[config.mk]
export PLATFORM = sky130hd
export DESIGN_NAME = v_instr_queue
export DESIGN_NICKNAME = d
export VERILOG_FILES = /design/src/rtl/v_pkg.sv /design/src/rtl/v_sync_fifo.sv /design/src/rtl/v_instr_queue.sv
export SDC_FILE = /design/constraint.sdc
export NUM_CORES = 1
export LEC_CHECK = 0
export CAP_MARGIN = 20
export CORE_ASPECT_RATIO = 1.4
export CORE_MARGIN = 4
export CORE_UTILIZATION = 53
export DETAILED_ROUTE_END_ITERATION = 7
export HOLD_SLACK_MARGIN = 0.12
export PLACE_DENSITY = 0.77
export SETUP_SLACK_MARGIN = 0.4
export SLEW_MARGIN = 15
export SYNTH_ARGS = -nofsm -noshare
export SYNTH_HDL_FRONTEND = slang
export SYNTH_SLANG_ARGS = --single-unit
[constraint.sdc]
create_clock -name clk -period 4.5 [get_ports clk]
set_input_delay 0.675 -clock clk [delete_from_list [all_inputs] [get_ports clk]]
set_output_delay 0.675 -clock clk [all_outputs]
set_load 0.02 [all_outputs]
[src/rtl/v_pkg.sv]
// -----------------------------------------------------------------------------
// v_pkg
// Shared vector-unit definitions: major opcodes, the vector-config funct3
// encoding, instruction-queue state type and classification helpers.
// No ports (package).
// -----------------------------------------------------------------------------
package v_pkg;

  // Major opcodes that carry vector instructions (OP-V, LOAD-FP, STORE-FP)
  localparam logic [6:0] OPC_RTYPE = 7'h57;
  localparam logic [6:0] OPC_LTYPE = 7'h07;
  localparam logic [6:0] OPC_STYPE = 7'h27;

  // funct3 value under OPC_RTYPE that selects vsetvli/vsetivli/vsetvl
  localparam logic [2:0] OP_SET    = 3'b111;

  localparam int VIQ_DEPTH_DEFAULT = 4;

  typedef enum logic {
    VIQ_RUN      = 1'b0,
    VIQ_WAIT_CFG = 1'b1
  } viq_state_t;

  // True when the opcode belongs to the vector extension
  function automatic logic is_vector_opc(input logic [6:0] opc);
    logic hit;
    hit = 1'b0;
    case (opc)
      OPC_RTYPE, OPC_LTYPE, OPC_STYPE: hit = 1'b1;
      default:                         hit = 1'b0;
    endcase
    return hit;
  endfunction

  // True when the instruction updates vtype/vl
  function automatic logic is_vcfg(input logic [6:0] opc, input logic [2:0] funct3);
    return (opc == OPC_RTYPE) && (funct3 == OP_SET);
  endfunction

endpackage

[src/rtl/v_sync_fifo.sv]
// -----------------------------------------------------------------------------
// v_sync_fifo
// First-word-fall-through synchronous FIFO with flush.
// Ports:
//   clk    - clock
//   nrst   - synchronous active-low reset
//   flush  - drop all entries (wins over push/pop)
//   push   - write wdata at tail (ignored when full)
//   pop    - advance head (ignored when empty)
//   wdata  - write data
//   rdata  - head data, straight from storage; zero when empty
//   full   - count == DEPTH
//   empty  - count == 0
//   count  - current occupancy
// -----------------------------------------------------------------------------
module v_sync_fifo #(
  parameter int WIDTH = 8,
  parameter int DEPTH = 4
) (
  input  logic                     clk,
  input  logic                     nrst,
  input  logic                     flush,
  input  logic                     push,
  input  logic                     pop,
  input  logic [WIDTH-1:0]         wdata,
  output logic [WIDTH-1:0]         rdata,
  output logic                     full,
  output logic                     empty,
  output logic [$clog2(DEPTH):0]   count
);

  localparam int PW = $clog2(DEPTH);
  localparam int CW = PW + 1;
  localparam logic [CW-1:0] FULL_CNT = CW'(DEPTH);

  logic [WIDTH-1:0] mem_q [DEPTH];
  logic [PW-1:0]    wr_ptr_q, wr_ptr_d;
  logic [PW-1:0]    rd_ptr_q, rd_ptr_d;
  logic [CW-1:0]    count_q, count_d;
  logic             push_s, pop_s;

  assign full   = (count_q == FULL_CNT);
  assign empty  = (count_q == '0);
  assign count  = count_q;
  // A full FIFO refuses pushes even when a pop frees a slot this cycle
  assign push_s = push && !full;
  assign pop_s  = pop && !empty;
  assign rdata  = empty ? '0 : mem_q[rd_ptr_q];

  // Next-state for pointers and occupancy; DEPTH is a power of two so the
  // pointers wrap on natural overflow
  always_comb begin
    wr_ptr_d = wr_ptr_q;
    rd_ptr_d = rd_ptr_q;
    count_d  = count_q;
    if (flush) begin
      wr_ptr_d = '0;
      rd_ptr_d = '0;
      count_d  = '0;
    end else begin
      if (push_s) begin
        wr_ptr_d = wr_ptr_q + 1'b1;
      end else begin
        wr_ptr_d = wr_ptr_q;
      end
      if (pop_s) begin
        rd_ptr_d = rd_ptr_q + 1'b1;
      end else begin
        rd_ptr_d = rd_ptr_q;
      end
      case ({push_s, pop_s})
        2'b10:   count_d = count_q + CW'(1);
        2'b01:   count_d = count_q - CW'(1);
        default: count_d = count_q;
      endcase
    end
  end

  // Pointer and occupancy registers
  always_ff @(posedge clk) begin
    if (!nrst) begin
      wr_ptr_q <= '0;
      rd_ptr_q <= '0;
      count_q  <= '0;
    end else begin
      wr_ptr_q <= wr_ptr_d;
      rd_ptr_q <= rd_ptr_d;
      count_q  <= count_d;
    end
  end

  // Storage array; contents need no reset because rdata is masked when empty
  always_ff @(posedge clk) begin
    if (nrst && !flush && push_s) begin
      mem_q[wr_ptr_q] <= wdata;
    end
  end

endmodule

[src/rtl/v_instr_queue.sv]
// -----------------------------------------------------------------------------
// v_instr_queue
// Vector instruction queue in front of the vector decoder. Filters out
// non-vector opcodes, buffers vector instructions with their scalar operands
// in a FWFT FIFO and holds issue after a vector-config instruction until the
// config update is acknowledged.
// Ports:
//   clk, nrst                  - clock, synchronous active-low reset
//   in_valid/in_ready          - handshake from the scalar core
//   instr_in, rs1_in, rs2_in   - incoming instruction and scalar operands
//   out_valid/out_ready        - handshake to the decoder
//   instr_out, rs1_out, rs2_out- head entry (zero when empty)
//   cfg_ack                    - pulse: vtype/vl update done
//   flush                      - discard all entries, cancel config wait
//   count                      - occupancy
//   drop_pulse                 - registered: a non-vector instr was discarded
// -----------------------------------------------------------------------------
module v_instr_queue
  import v_pkg::*;
#(
  parameter int DEPTH = VIQ_DEPTH_DEFAULT,
  parameter int XLEN  = 32
) (
  input  logic                    clk,
  input  logic                    nrst,
  input  logic                    in_valid,
  output logic                    in_ready,
  input  logic [XLEN-1:0]         instr_in,
  input  logic [XLEN-1:0]         rs1_in,
  input  logic [XLEN-1:0]         rs2_in,
  output logic                    out_valid,
  input  logic                    out_ready,
  output logic [XLEN-1:0]         instr_out,
  output logic [XLEN-1:0]         rs1_out,
  output logic [XLEN-1:0]         rs2_out,
  input  logic                    cfg_ack,
  input  logic                    flush,
  output logic [$clog2(DEPTH):0]  count,
  output logic                    drop_pulse
);

  localparam int W = 3 * XLEN;

  viq_state_t     state_q, state_d, fsm_next_s;
  logic           drop_q, drop_d;
  logic           fifo_full_s, fifo_empty_s;
  logic [W-1:0]   head_s;
  logic           is_vec_s, accept_s, push_s, pop_s, head_is_cfg_s;

  assign in_ready  = !fifo_full_s;
  // Issue is blocked while a config update is outstanding
  assign out_valid = !fifo_empty_s && (state_q == VIQ_RUN);
  assign {instr_out, rs1_out, rs2_out} = head_s;
  assign drop_pulse = drop_q;

  assign is_vec_s      = is_vector_opc(instr_in[6:0]);
  // Anything presented during flush is thrown away without a drop report
  assign accept_s      = in_valid && in_ready && !flush;
  assign push_s        = accept_s && is_vec_s;
  assign pop_s         = out_valid && out_ready && !flush;
  assign head_is_cfg_s = is_vcfg(instr_out[6:0], instr_out[14:12]);
  assign drop_d        = accept_s && !is_vec_s;

  v_sync_fifo #(
    .WIDTH (W),
    .DEPTH (DEPTH)
  ) u_fifo (
    .clk   (clk),
    .nrst  (nrst),
    .flush (flush),
    .push  (push_s),
    .pop   (pop_s),
    .wdata ({instr_in, rs1_in, rs2_in}),
    .rdata (head_s),
    .full  (fifo_full_s),
    .empty (fifo_empty_s),
    .count (count)
  );

  // Config-wait next state; a vconfig pop beats a same-cycle cfg_ack
  always_comb begin
    fsm_next_s = state_q;
    case (state_q)
      VIQ_RUN: begin
        if (pop_s && head_is_cfg_s) begin
          fsm_next_s = VIQ_WAIT_CFG;
        end else begin
          fsm_next_s = VIQ_RUN;
        end
      end
      VIQ_WAIT_CFG: begin
        if (cfg_ack) begin
          fsm_next_s = VIQ_RUN;
        end else begin
          fsm_next_s = VIQ_WAIT_CFG;
        end
      end
      default: fsm_next_s = VIQ_RUN;
    endcase
    if (flush) begin
      state_d = VIQ_RUN;
    end else begin
      state_d = fsm_next_s;
    end
  end

  // FSM state and drop-report registers
  always_ff @(posedge clk) begin
    if (!nrst) begin
      state_q <= VIQ_RUN;
      drop_q  <= 1'b0;
    end else begin
      state_q <= state_d;
      drop_q  <= drop_d;
    end
  end

endmodule

==> metrics.log, run 1 <==
[metrics] Worst R2R Start: u_fifo.count[0]
[metrics] detailed-routing iteration count for the pre-antenna-repair pass: 7
[metrics] ports placed on the boundary: 204
[metrics] insertion delay of the later-clocked pin in the worst-skew pair: 0.50 ns
[metrics] horizontal die dimension: 151 um
[metrics] sum of negative setup slack: 0 ns
[metrics] cell with the most instances after synthesis: sky130_fd_sc_hd__edfxtp_1
[metrics] GR Util met3: 4.28%
[metrics] cell chosen for the clock root: sky130_fd_sc_hd__clkbuf_16
[metrics] max-slew violation total from the final report: 0
[metrics] number of max-capacitance violations reported: 0
[metrics] power density relative to cell area: 377 nW/um^2
[metrics] largest buffer count on any clock path: 3
[metrics] count of port buffers added during placement: 203
[metrics] setup slack, reg-to-reg: 1.69 ns
[metrics] Synth Register Bits: 395
[metrics] fraction of synthesis flops using an asynchronous set or reset pin: 0%
[metrics] layer carrying the most global-route usage: met2
[metrics] cell depth of the worst min-delay path: 2
[metrics] via count of the first global-routing pass: 7725
[metrics] portion of total power attributed to sequential cells: 57.0%
[metrics] average detailed-routed wire length per instance: 22.3 um
[metrics] fmax: 0.273 GHz
[metrics] Post-Synthesis Mean Instance Area: 22.3 um^2
[metrics] Reg-to-Reg End: u_fifo.count[2]
[metrics] Hold Slack: 0.537 ns
[metrics] worst path required time: 3.83 ns
[metrics] DRC: 0
[metrics] fin crit share: 81.5%
[metrics] Clock Sink Count: 395
[metrics] synth warn: 0
[metrics] post-DR vias/cell: 5.57
[metrics] top fanout value on the critical path: 37
[metrics] RSZ-0062 raised after global routing: false
[metrics] Resize count post-CTS: 0
[metrics] count of cells along the worst register-to-register path: 9
[metrics] clock tree from TritonCTS: yes
[metrics] Core ar.: 27800 um^2
[metrics] setup-violating endpoint count in the final report: 0
[metrics] number of buffers inserted to repair setup after CTS: 0
[metrics] Main synth FF type: sky130_fd_sc_hd__edfxtp_1
[metrics] maximum clock skew at final layout: 0.0110 ns
[metrics] leakage power of the design: 0.00569 uW
[metrics] post-layout minimum cycle time: 3.67 ns
[metrics] number of synthesized flops with an enable pin: 384
[metrics] antenna violations before repair: 5
[metrics] clock power share: 40.9%
[metrics] worst vdd rail ir drop: 0.000330 V
[metrics] worst hold path class: register to register
[metrics] launch instance of the worst min-delay path: u_fifo.rd_ptr_q[0]
[metrics] worst slack after detailed placement: 1.02 ns
[metrics] overall global routing resource usage: 18.6%
[metrics] pin count of the biggest net entering global routing: 59
[metrics] Placement Rows: 72
[metrics] startpoint types: register
[metrics] grt ovf: 0
[metrics] Final Hold Violating Endpoints: 0
[metrics] routability-driven placement congestion ratio: 0.768
[metrics] most frequent cells after synthesis: sky130_fd_sc_hd__edfxtp_1, sky130_fd_sc_hd__mux4_2, sky130_fd_sc_hd__nor2b_1, sky130_fd_sc_hd__clkbuf_1
[metrics] Logic pwr share: 2.0%
[metrics] met2 capacity usage during global routing: 30.7%
[metrics] clock buffer count from CTS: 37
[metrics] clock transition time at the flip-flop clock pins of the worst setup and hold paths: 0.06 ns
[metrics] number of DRC markers in iteration 0: 398
[metrics] met1 usage: 25.0%
[metrics] Synth Cell Area: 15100 um^2
[metrics] Syn Inst Count: 677
[metrics] fraction of final layout cells sized beyond drive strength 1: 18.5%
[metrics] wire length of the first global-routing pass: 44600 um
[metrics] net count after synthesis: 785
[metrics] count of hold-fix buffers inserted at cts: 0
[metrics] starting density of the core: 54.3%
[metrics] layout filler cell count: 1767
[metrics] post-detailed-route count of antenna-violating nets: 0
[metrics] top cells by area in the synthesized netlist: sky130_fd_sc_hd__edfxtp_1, sky130_fd_sc_hd__mux4_2, sky130_fd_sc_hd__nor2b_1
[metrics] number of distinct library cells after synthesis: 35
[metrics] internal power: 5800 uW
[metrics] area growth from synthesis to layout: 24.3%
[metrics] Die ar.: 31300 um^2
[metrics] proportion of synthesized chip area in sequential cells: 77.8%
[metrics] HPWL reported at the end of detailed placement: 17900 um
[metrics] Nets: 1010
[metrics] class of the most critical setup path: register to output port
[metrics] Slew @ Worst Pin: 0.652 ns
[metrics] final critical-path setup slack: 0.832 ns
[metrics] cell accounting for the most synthesized area: sky130_fd_sc_hd__edfxtp_1
[metrics] worst rel slew slack: 56.5%
[metrics] net switching power: 1270 uW
[metrics] result of the run: finished, final reports clean
[metrics] y dimension of the die: 208 um
[metrics] fraction of post-synthesis cell area in the top cell type by area: 76.4%
[metrics] wirelength, routed: 29000 um
[metrics] CTS H-tree lvls: 2
[metrics] proportion of total power due to net switching: 18.0%
[metrics] signal arrival time at the worst endpoint: 2.99 ns
[metrics] sort of element at the end of the critical path: output port
[metrics] via count of the routed design: 7230
-- routing by layer --
layer / vias up / wire length, um
met5: - / 21
met4: 4 / 765
met3: 53 / 2070
met2: 256 / 14900
met1: 3713 / 11200
li1: 3204 / -
-- critical path, stage by stage (launching register included) --
cell                              delay, ns
sky130_fd_sc_hd__dfxtp_4               0.74
sky130_fd_sc_hd__buf_12                0.36
sky130_fd_sc_hd__mux4_2                0.56
sky130_fd_sc_hd__nor2b_1               0.20
sky130_fd_sc_hd__clkdlybuf4s50_1       0.59
-- stage by stage --
step                std cells  area (um^2)  power, uW  util (%)
CTS                      1295        18800       7130      67.4
global route             1298        18800       7290      67.4
finish                   1299        18800       7070      67.4
global placement         1233        17700       4250      63.4
floorplan                 677        15100       4120         -
detailed placement       1233        17700       4250      63.4
-- final cells by class --
class	instances	area [um^2]	share of cell area [%]
Timing Repair Buffer	219	2240	11.9
Multi-Input combinational cell	242	3170	16.9
Clock buffer	48	967	5.15
Clock inverter	14	141	0.753
Tap cell	370	463	2.47
Antenna cell	4	10.0	0.0533
Sequential cell	395	11800	62.6
Inverter	7	26.3	0.140
-- registers in the layout (all words and copies together), names as in the netlist, named ones only --
register and count:
u_fifo.rd_ptr_q 2, u_fifo.mem_q 384, u_fifo.count 3, u_fifo.wr_ptr_q 2, drop_pulse 1, state_q 1
-- power by group through the flow --
stage | registers, uW | logic (uW) | clock network, uW
2_1_floorplan | 4110 | 9.34 | 0
3_3_place_gp | 4110 | 140 | 0
3_5_place_dp | 4110 | 144 | 0
4_1_cts | 4030 | 145 | 2960
5_1_grt | 4030 | 154 | 3110
6_report | 4030 | 144 | 2890
-- placed cells by master (no fill, tap or decap), types with 3 or more instances in the layout --
cell type	Yosys	routed
sky130_fd_sc_hd__mux4_2	96	96
sky130_fd_sc_hd__inv_1	6	6
sky130_fd_sc_hd__buf_4	8	9
sky130_fd_sc_hd__and3_4	0	4
sky130_fd_sc_hd__nor2_1	7	7
sky130_fd_sc_hd__clkbuf_16	0	37
sky130_fd_sc_hd__a21oi_1	6	6
sky130_fd_sc_hd__ha_1	5	5
sky130_fd_sc_hd__buf_12	0	7
sky130_fd_sc_hd__nor2b_1	95	95
sky130_fd_sc_hd__clkbuf_1	12	11
sky130_fd_sc_hd__clkinv_1	1	4
sky130_fd_sc_hd__dfxtp_1	11	9
sky130_fd_sc_hd__clkinv_2	0	8
sky130_fd_sc_hd__nor4b_2	3	3
sky130_fd_sc_hd__diode_2	0	4
sky130_fd_sc_hd__bufinv_16	0	3
sky130_fd_sc_hd__clkdlybuf4s50_1	0	203
sky130_fd_sc_hd__edfxtp_1	384	384
sky130_fd_sc_hd__nand3_1	3	3
-- cells by family (layout without fill, tap and decap cells) --
kind of cell | after synthesis | after routing | share of synthesized area [%]
muxes | 96 | 96 | 14.3
and+or+nand+nor | 126 | 126 | 5.31
other | 0 | 4 | 0
xor gates and xnor gates | 3 | 3 | 0.174
DFF | 395 | 395 | 77.8
buffers and inverters | 40 | 288 | 1.38
AOI/OAI and AO/OA | 11 | 11 | 0.456
adders and majority gates | 6 | 6 | 0.547
-- worst max path at each step --
stage	startpoint	slack, ns	end	cells past startpoint
global route	register	0.63	rs1_out[21]	4
floorplan	instr_in[4]	1.35	u_fifo.mem_q[0][0]	4
global placement	instr_in[4]	1.09	u_fifo.mem_q[0][68]	6
detailed placement	instr_in[4]	1.02	u_fifo.mem_q[0][68]	6
CTS	register	0.74	rs1_out[21]	4
finish	register	0.83	rs1_out[21]	4
(Power assumes the default switching activity.)
==> run 2, diff against run 1 <==
CORE_UTILIZATION = 49   (was 53)
PLACE_DENSITY = 0.75   (was 0.77)
clock period = 3.1 ns   (was 4.5 ns; I/O delays follow)
==> run 2 against run 1 <==
Net effect: sequential share of layout area shrank 1.4 points; cell area grew 2.3%; first-iteration DRC count grew 11%; die area grew 7.8%; hold slack lost 0.020 ns; combinational power grew 44%; count of clock-buffer cells in the layout is the same; critical endpoint is now instr_out[2]; largest cell class unchanged.
==> metrics.log, run 2 (synthesis gave the netlist of run 1 again) <==
[metrics] Largest register FFs: 384 (unchanged)
[metrics] Nets: 1041 (was 1010)
[metrics] wire length of the first global-routing pass: 47200 um (was 44600 um)
[metrics] worst vdd rail ir drop: 0.000472 V (was 0.000330 V)
[metrics] signal arrival time at the worst endpoint: 2.24 ns (was 2.99 ns)
[metrics] clock buffer count from CTS: 37 (unchanged)
[metrics] RSZ-0062 raised after global routing: true (was false)
[metrics] ports placed on the boundary: 204 (unchanged)
[metrics] number of DRC markers in iteration 0: 443 (was 398)
[metrics] post-layout minimum cycle time: 2.71 ns
[metrics] post-DR vias/cell: 5.55 (was 5.57)
[metrics] average detailed-routed wire length per instance: 23.5 um (was 22.3 um)
[metrics] startpoint types: register (unchanged)
[metrics] Reg-to-Reg End: u_fifo.count[2] (unchanged)
[metrics] worst slack after detailed placement: 0.293 ns (was 1.02 ns)
[metrics] routability-driven placement congestion ratio: 0.740 (was 0.768)
[metrics] final critical-path setup slack: 0.394 ns (was 0.832 ns)
[metrics] fmax: 0.370 GHz
[metrics] wirelength, routed: 31700 um (was 29000 um)
[metrics] overall global routing resource usage: 18.6% (about the same)
[metrics] via count of the first global-routing pass: 7776 (was 7725)
[metrics] pin count of the biggest net entering global routing: 61 (was 59)
[metrics] HPWL reported at the end of detailed placement: 17800 um (was 17900 um)
[metrics] detailed-routing iteration count for the pre-antenna-repair pass: 4 (was 7)
[metrics] worst path required time: 2.63 ns (was 3.83 ns)
[metrics] Worst Hold End: drop_pulse
[metrics] most frequent cells in the layout: sky130_fd_sc_hd__edfxtp_1, sky130_fd_sc_hd__clkdlybuf4s50_1, sky130_fd_sc_hd__mux4_2 (unchanged)
[metrics] antenna violations before repair: 1 (was 5)
[metrics] launch instance of the worst min-delay path: in_valid (was u_fifo.rd_ptr_q[0])
[metrics] Slew @ Worst Pin: 0.532 ns (was 0.652 ns)
[metrics] class of the most critical setup path: register to output port (unchanged)
[metrics] sum of negative setup slack: 0 ns (unchanged)
[metrics] Placement Rows: 75 (was 72)
[metrics] count of cells along the worst register-to-register path: 10 (was 9)
[metrics] final total power: 10600 uW (was 7070 uW)
[metrics] register with the most flip-flops: u_fifo.mem_q (unchanged)
[metrics] largest buffer count on any clock path: 3 (unchanged)
[metrics] number of max-capacitance violations reported: 0 (unchanged)
[metrics] power density relative to cell area: 551 nW/um^2 (was 377 nW/um^2)
[metrics] via count of the routed design: 7471 (was 7230)
[metrics] fin crit share: 87.3%
[metrics] insertion delay of the later-clocked pin in the worst-skew pair: 0.53 ns (was 0.50 ns)
[metrics] leakage power of the design: 0.00627 uW (was 0.00569 uW)
[metrics] post-detailed-route count of antenna-violating nets: 0 (unchanged)
[metrics] Die ar.: 33700 um^2 (was 31300 um^2)
[metrics] starting density of the core: 50.0% (was 54.3%)
[metrics] fraction of final layout cells sized beyond drive strength 1: 31.5% (was 18.5%)
[metrics] DRC: 0 (unchanged)
[metrics] worst rel slew slack: 64.6% (was 56.5%)
[metrics] top fanout value on the critical path: 7 (was 37)
[metrics] worst hold path class: primary input to register (was register to register)
[metrics] sort of element at the end of the critical path: output port (unchanged)
[metrics] Core ar.: 30200 um^2 (was 27800 um^2)
[metrics] result of the run: finished, final reports clean (unchanged)
[metrics] max-slew violation total from the final report: 0 (unchanged)
[metrics] area growth from synthesis to layout: 27.2% (was 24.3%)
[metrics] grt ovf: 0 (unchanged)
[metrics] CTS H-tree lvls: 2 (unchanged)
[metrics] clock tree from TritonCTS: yes (unchanged)
[metrics] cell depth of the worst min-delay path: 3 (was 2)
[metrics] Clock Sink Count: 395 (unchanged)
[metrics] cell chosen for the clock root: sky130_fd_sc_hd__clkbuf_16 (unchanged)
[metrics] Worst R2R Start: u_fifo.count[2] (was u_fifo.count[0])
[metrics] commonest non-fill, non-tap cell in the layout: sky130_fd_sc_hd__edfxtp_1 (unchanged)
[metrics] y dimension of the die: 216 um (was 208 um)
[metrics] count of port buffers added during placement: 203 (unchanged)
[metrics] setup-violating endpoint count in the final report: 0 (unchanged)
[metrics] horizontal die dimension: 156 um (was 151 um)
[metrics] setup slack, reg-to-reg: 0.53 ns (was 1.69 ns)
[metrics] maximum clock skew at final layout: 0.0174 ns (was 0.0110 ns)
[metrics] layout filler cell count: 2073 (was 1767)
[metrics] clock transition time at the flip-flop clock pins of the worst setup and hold paths: 0.06 ns (about the same)
[metrics] Final Hold Violating Endpoints: 0 (unchanged)
[run 2: cell types whose count changed in the layout (fill, tap and decap cells not counted), sizes merged]
cell           previous run  this run
clkdlybuf4s50           203       107
buf                      16        99
clkbuf                   48        80
dlygate4sd2               0        12
diode                     4         1
clkinv                   12        14
bufinv                    3         4
clkinvlp                  0         1
inv                       6         7
[run 2: power breakdown]
| part | total (uW) | internal (uW) | switching [uW] |
|---|---|---|---|
| clock | 4540 | 2710 | 1830 |
| sequential | 5850 | 5850 | 0.687 |
| combinational | 208 | 124 | 84.1 |
| total | 10600 | 8680 | 1910 |
[run 2: repair_timing]
item | in CTS | in global routing
pin swaps | 0 | 1
hold buffers | 0 | 0
setup buffers | 8 | 9
cloned | 6 | 5
setup endpoints to repair | 96 | 77
gates resized for setup | 262 | 114
[run 2: area by class of cell]
| cell class | instances | area, um^2 | share of cell area, % |
|---|---|---|---|
| Inverter | 7 | 26.3 | 0.137 |
| Tap cell | 385 | 482 | 2.51 |
| Multi-Input combinational cell | 242 | 3180 | 16.5 |
| Clock inverter | 19 | 200 | 1.04 |
| Timing Repair Buffer | 250 | 2510 | 13.1 |
| Clock buffer | 48 | 1040 | 5.41 |
| Antenna cell | 1 | 2.50 | 0.0130 |
| Sequential cell | 395 | 11800 | 61.2 |
[run 2: critical path: stages, from the launching register on]
cell	delay (ns)
sky130_fd_sc_hd__dfxtp_4	0.41
sky130_fd_sc_hd__buf_6	0.11
sky130_fd_sc_hd__buf_8	0.11
sky130_fd_sc_hd__buf_16	0.14
sky130_fd_sc_hd__buf_12	0.13
sky130_fd_sc_hd__mux4_2	0.50
sky130_fd_sc_hd__nor2b_1	0.14
sky130_fd_sc_hd__buf_4	0.16
[run 2: per-layer routing]
| layer | vias up | global-route usage (%) | part of all wire (%) |
|---|---|---|---|
| met1 | 3928 | 24.7 | 40 |
| met2 | 229 | 31.0 | 52 |
| li1 | 3279 | - | - |
| met5 | - | 0 | 0 |
| met3 | 35 | 4.21 | 6.1 |
| met4 | 0 | 5.47 | 1.8 |
[run 2: metrics by stage]
| step | area, um^2 | utilization [%] | hold slack, ns | std cells |
|---|---|---|---|---|
| after floorplan | 15100 | - | 0.500 | 677 |
| after global placement | 17800 | 59.0 | 0.505 | 1251 |
| after detailed placement | 17800 | 59.0 | 0.538 | 1251 |
| after CTS | 19100 | 63.2 | 0.490 | 1332 |
| after global routing | 19200 | 63.6 | 0.530 | 1347 |
| final | 19200 | 63.6 | 0.517 | 1347 |
[run 2: worst max-delay path by stage]
stage	endpoint	slack, ns	cells after the start
finish	instr_out[2]	0.39	7
global route	instr_out[2]	0.29	7
CTS	instr_out[8]	0.28	4
detailed placement	u_fifo.count[2]	0.29	11
global placement	u_fifo.count[2]	0.35	10
floorplan	u_fifo.mem_q[0][0]	0.16	4
==> run 3, diff against run 2 <==
ABC_CLOCK_PERIOD_IN_PS = 3100   (was unset)
CORE_ASPECT_RATIO = unset   (was 1.4)
HOLD_SLACK_MARGIN = 0.1   (was 0.12)
==> run 3 against run 2 <==
Net effect: hold slack gained 0.025 ns; die area shrank 0.12%; flip-flop and latch count is the same; routed wire length grew 0.42%; combinational power grew 2%; critical endpoint is now rs1_out[17]; largest cell class unchanged.
==> metrics.log, run 3 (synthesis gave the netlist of run 1 again) <==
[metrics] result of the run: finished, final reports clean (unchanged)
[metrics] sum of negative setup slack: 0 ns (unchanged)
[metrics] startpoint types: register (unchanged)
[metrics] cell depth of the worst min-delay path: 2 (was 3)
[metrics] insertion delay of the later-clocked pin in the worst-skew pair: 0.52 ns (was 0.53 ns)
[metrics] sort of element at the end of the critical path: output port (unchanged)
[metrics] y dimension of the die: 184 um (was 216 um)
[metrics] RSZ-0062 raised after global routing: true (unchanged)
[metrics] Die ar.: 33700 um^2 (about the same)
[metrics] setup-violating endpoint count in the final report: 0 (unchanged)
[metrics] wire length of the first global-routing pass: 47400 um (was 47200 um)
[metrics] starting density of the core: 49.5% (was 50.0%)
[metrics] worst hold path class: register to register (was primary input to register)
[metrics] layout filler cell count: 2118 (was 2073)
[metrics] overall global routing resource usage: 18.4% (was 18.6%)
[metrics] register with the most flip-flops: u_fifo.mem_q (unchanged)
[metrics] Reg-to-Reg End: u_fifo.count[2] (unchanged)
[metrics] worst rel slew slack: 68.8% (was 64.6%)
[metrics] launch instance of the worst min-delay path: u_fifo.rd_ptr_q[0] (was in_valid)
[metrics] HPWL reported at the end of detailed placement: 18500 um (was 17800 um)
[metrics] fraction of final layout cells sized beyond drive strength 1: 26.6% (was 31.5%)
[metrics] met3 WL post-DR: 2410 um (was 1930 um)
[metrics] average detailed-routed wire length per instance: 23.5 um (about the same)
[metrics] power density relative to cell area: 546 nW/um^2 (was 551 nW/um^2)
[metrics] worst vdd rail ir drop: 0.000499 V (was 0.000472 V)
[metrics] dpl cell area: 17900 um^2 (was 17800 um^2)
[metrics] Placement Rows: 64 (was 75)
[metrics] antenna violations before repair: 2 (was 1)
[metrics] commonest non-fill, non-tap cell in the layout: sky130_fd_sc_hd__edfxtp_1 (unchanged)
[metrics] via count of the routed design: 7386 (was 7471)
[metrics] multi-input logic area: 3170 um^2 (was 3180 um^2)
[metrics] Nets: 1038 (was 1041)
[metrics] post-DR vias/cell: 5.45 (was 5.55)
[metrics] max-slew violation total from the final report: 0 (unchanged)
[metrics] pin count of the biggest net entering global routing: 54 (was 61)
[metrics] Worst R2R Start: u_fifo.count[2] (unchanged)
[metrics] Clock Sink Count: 395 (unchanged)
[metrics] clock tree from TritonCTS: yes (unchanged)
[metrics] number of DRC markers in iteration 0: 547 (was 443)
[metrics] wirelength, routed: 31800 um (was 31700 um)
[metrics] count of cells along the worst register-to-register path: 10 (unchanged)
[metrics] ports placed on the boundary: 204 (unchanged)
[metrics] largest buffer count on any clock path: 3 (unchanged)
[metrics] clock buffer count from CTS: 40 (was 37)
[metrics] clock transition time at the flip-flop clock pins of the worst setup and hold paths: 0.05 ns (was 0.06 ns)
[metrics] Final Hold Violating Endpoints: 0 (unchanged)
[metrics] leakage power of the design: 0.00621 uW (was 0.00627 uW)
[metrics] count of port buffers added during placement: 203 (unchanged)
[metrics] area used by sequential logic in the layout: 11800 um^2 (about the same)
[metrics] wire length on met1: 13000 um (was 12600 um)
[metrics] horizontal die dimension: 184 um (was 156 um)
[metrics] number of max-capacitance violations reported: 0 (unchanged)
[metrics] routability-driven placement congestion ratio: 0.711 (was 0.740)
[metrics] Largest register FFs: 384 (unchanged)
[metrics] most frequent cells in the layout: sky130_fd_sc_hd__edfxtp_1, sky130_fd_sc_hd__clkdlybuf4s50_1, sky130_fd_sc_hd__mux4_2 (unchanged)
[metrics] cell chosen for the clock root: sky130_fd_sc_hd__clkbuf_16 (unchanged)
[metrics] DRC: 0 (unchanged)
[metrics] signal arrival time at the worst endpoint: 2.24 ns (about the same)
[metrics] via count of the first global-routing pass: 7843 (was 7776)
[metrics] top layer used by detailed routing: met5 (was met4)
[metrics] setup slack, reg-to-reg: 0.57 ns (was 0.53 ns)
[metrics] maximum clock skew at final layout: 0.0233 ns (was 0.0174 ns)
[metrics] post-detailed-route count of antenna-violating nets: 0 (unchanged)
[metrics] class of the most critical setup path: register to output port (unchanged)
[metrics] area growth from synthesis to layout: 26.2% (was 27.2%)
[metrics] fin crit share: 87.3% (about the same)
[metrics] CTS H-tree lvls: 2 (unchanged)
[metrics] top fanout value on the critical path: 6 (was 7)
[metrics] final non-filler cell area: 19100 um^2 (was 19200 um^2)
[metrics] post-layout minimum cycle time: 2.71 ns (about the same)
[metrics] detailed-routing iteration count for the pre-antenna-repair pass: 4 (unchanged)
[metrics] Core ar.: 30500 um^2 (was 30200 um^2)
[metrics] fmax: 0.370 GHz (about the same)
[metrics] total inserted antenna cells: 0 (was 1)
[metrics] grt ovf: 0 (unchanged)
[metrics] met2 wire len: 15800 um (was 16600 um)
[metrics] worst path required time: 2.63 ns (about the same)
[metrics] Slew @ Worst Pin: 0.468 ns (was 0.532 ns)
[run 3: changes by cell type in the layout (fill, tap and decap cells not counted), moves of 5 or more]
cell,delta
sky130_fd_sc_hd__buf_2,-32
sky130_fd_sc_hd__buf_4,-13
sky130_fd_sc_hd__clkbuf_2,+18
sky130_fd_sc_hd__clkdlybuf4s15_1,+5
sky130_fd_sc_hd__clkinv_1,+8
sky130_fd_sc_hd__dlygate4sd2_1,+25
[run 3: how the worst max path moves through the flow]
stage,cells past startpoint,endpoint,startpoint
after floorplan,4,u_fifo.mem_q[0][0],instr_in[4]
after global placement,11,u_fifo.count[2],instr_in[4]
after detailed placement,11,u_fifo.count[2],instr_in[4]
after global routing,5,rs1_out[19],register
final,5,rs1_out[17],register
after CTS,5,rs1_out[8],register
[run 3: per-stage QoR]
step           setup slack (ns)  util (%)  cells  hold WS (ns)  total power [uW]
2_1_floorplan             0.157         -    677         0.500              5980
3_3_place_gp              0.241      58.6   1268         0.505              6170
3_5_place_dp              0.195      58.6   1268         0.519              6180
4_1_cts                   0.314      62.9   1351         0.534             10500
5_1_grt                   0.310      62.4   1355         0.575             10700
6_report                  0.395      62.4   1355         0.542             10400
[run 3: power by group]
part | total [uW] | internal (uW) | switching [uW]
combinational | 213 | 122 | 90.6
sequential | 5850 | 5850 | 0.700
clock | 4340 | 2460 | 1890
total | 10400 | 8430 | 1980
[run 3: what timing repair did]
| item | CTS | global route |
|---|---|---|
| setup endpoints to repair | 97 | 77 |
| gates cloned | 4 | 4 |
| setup buffers | 8 | 0 |
| hold buffers | 0 | 0 |
| gates resized for setup | 131 | 93 |
[run 3: routing by layer]
layer  global-route usage (%)  up-vias
met5                        0        -
met4                     4.14        4
met3                     4.75       48
met2                     29.3      265
met1                     26.3     3800
li1                         -     3269
[run 3: area by class of cell]
| class | instances | share of cell area (%) |
|---|---|---|
| clock inverters | 23 | 0.755 |
| inverters | 7 | 0.138 |
| clock buffers | 48 | 5.41 |
| flip-flops and latches | 395 | 61.7 |
| multi-input cells | 242 | 16.6 |
| repair buffers | 244 | 12.7 |
| well taps | 396 | 2.60 |
[run 3: critical path: stages, from the launching register on]
cell and delay, ns:
sky130_fd_sc_hd__dfxtp_4 0.38, sky130_fd_sc_hd__buf_4 0.20, sky130_fd_sc_hd__clkbuf_16 0.19, sky130_fd_sc_hd__mux4_2 0.48
sky130_fd_sc_hd__nor2b_1 0.15, sky130_fd_sc_hd__dlygate4sd2_1 0.33
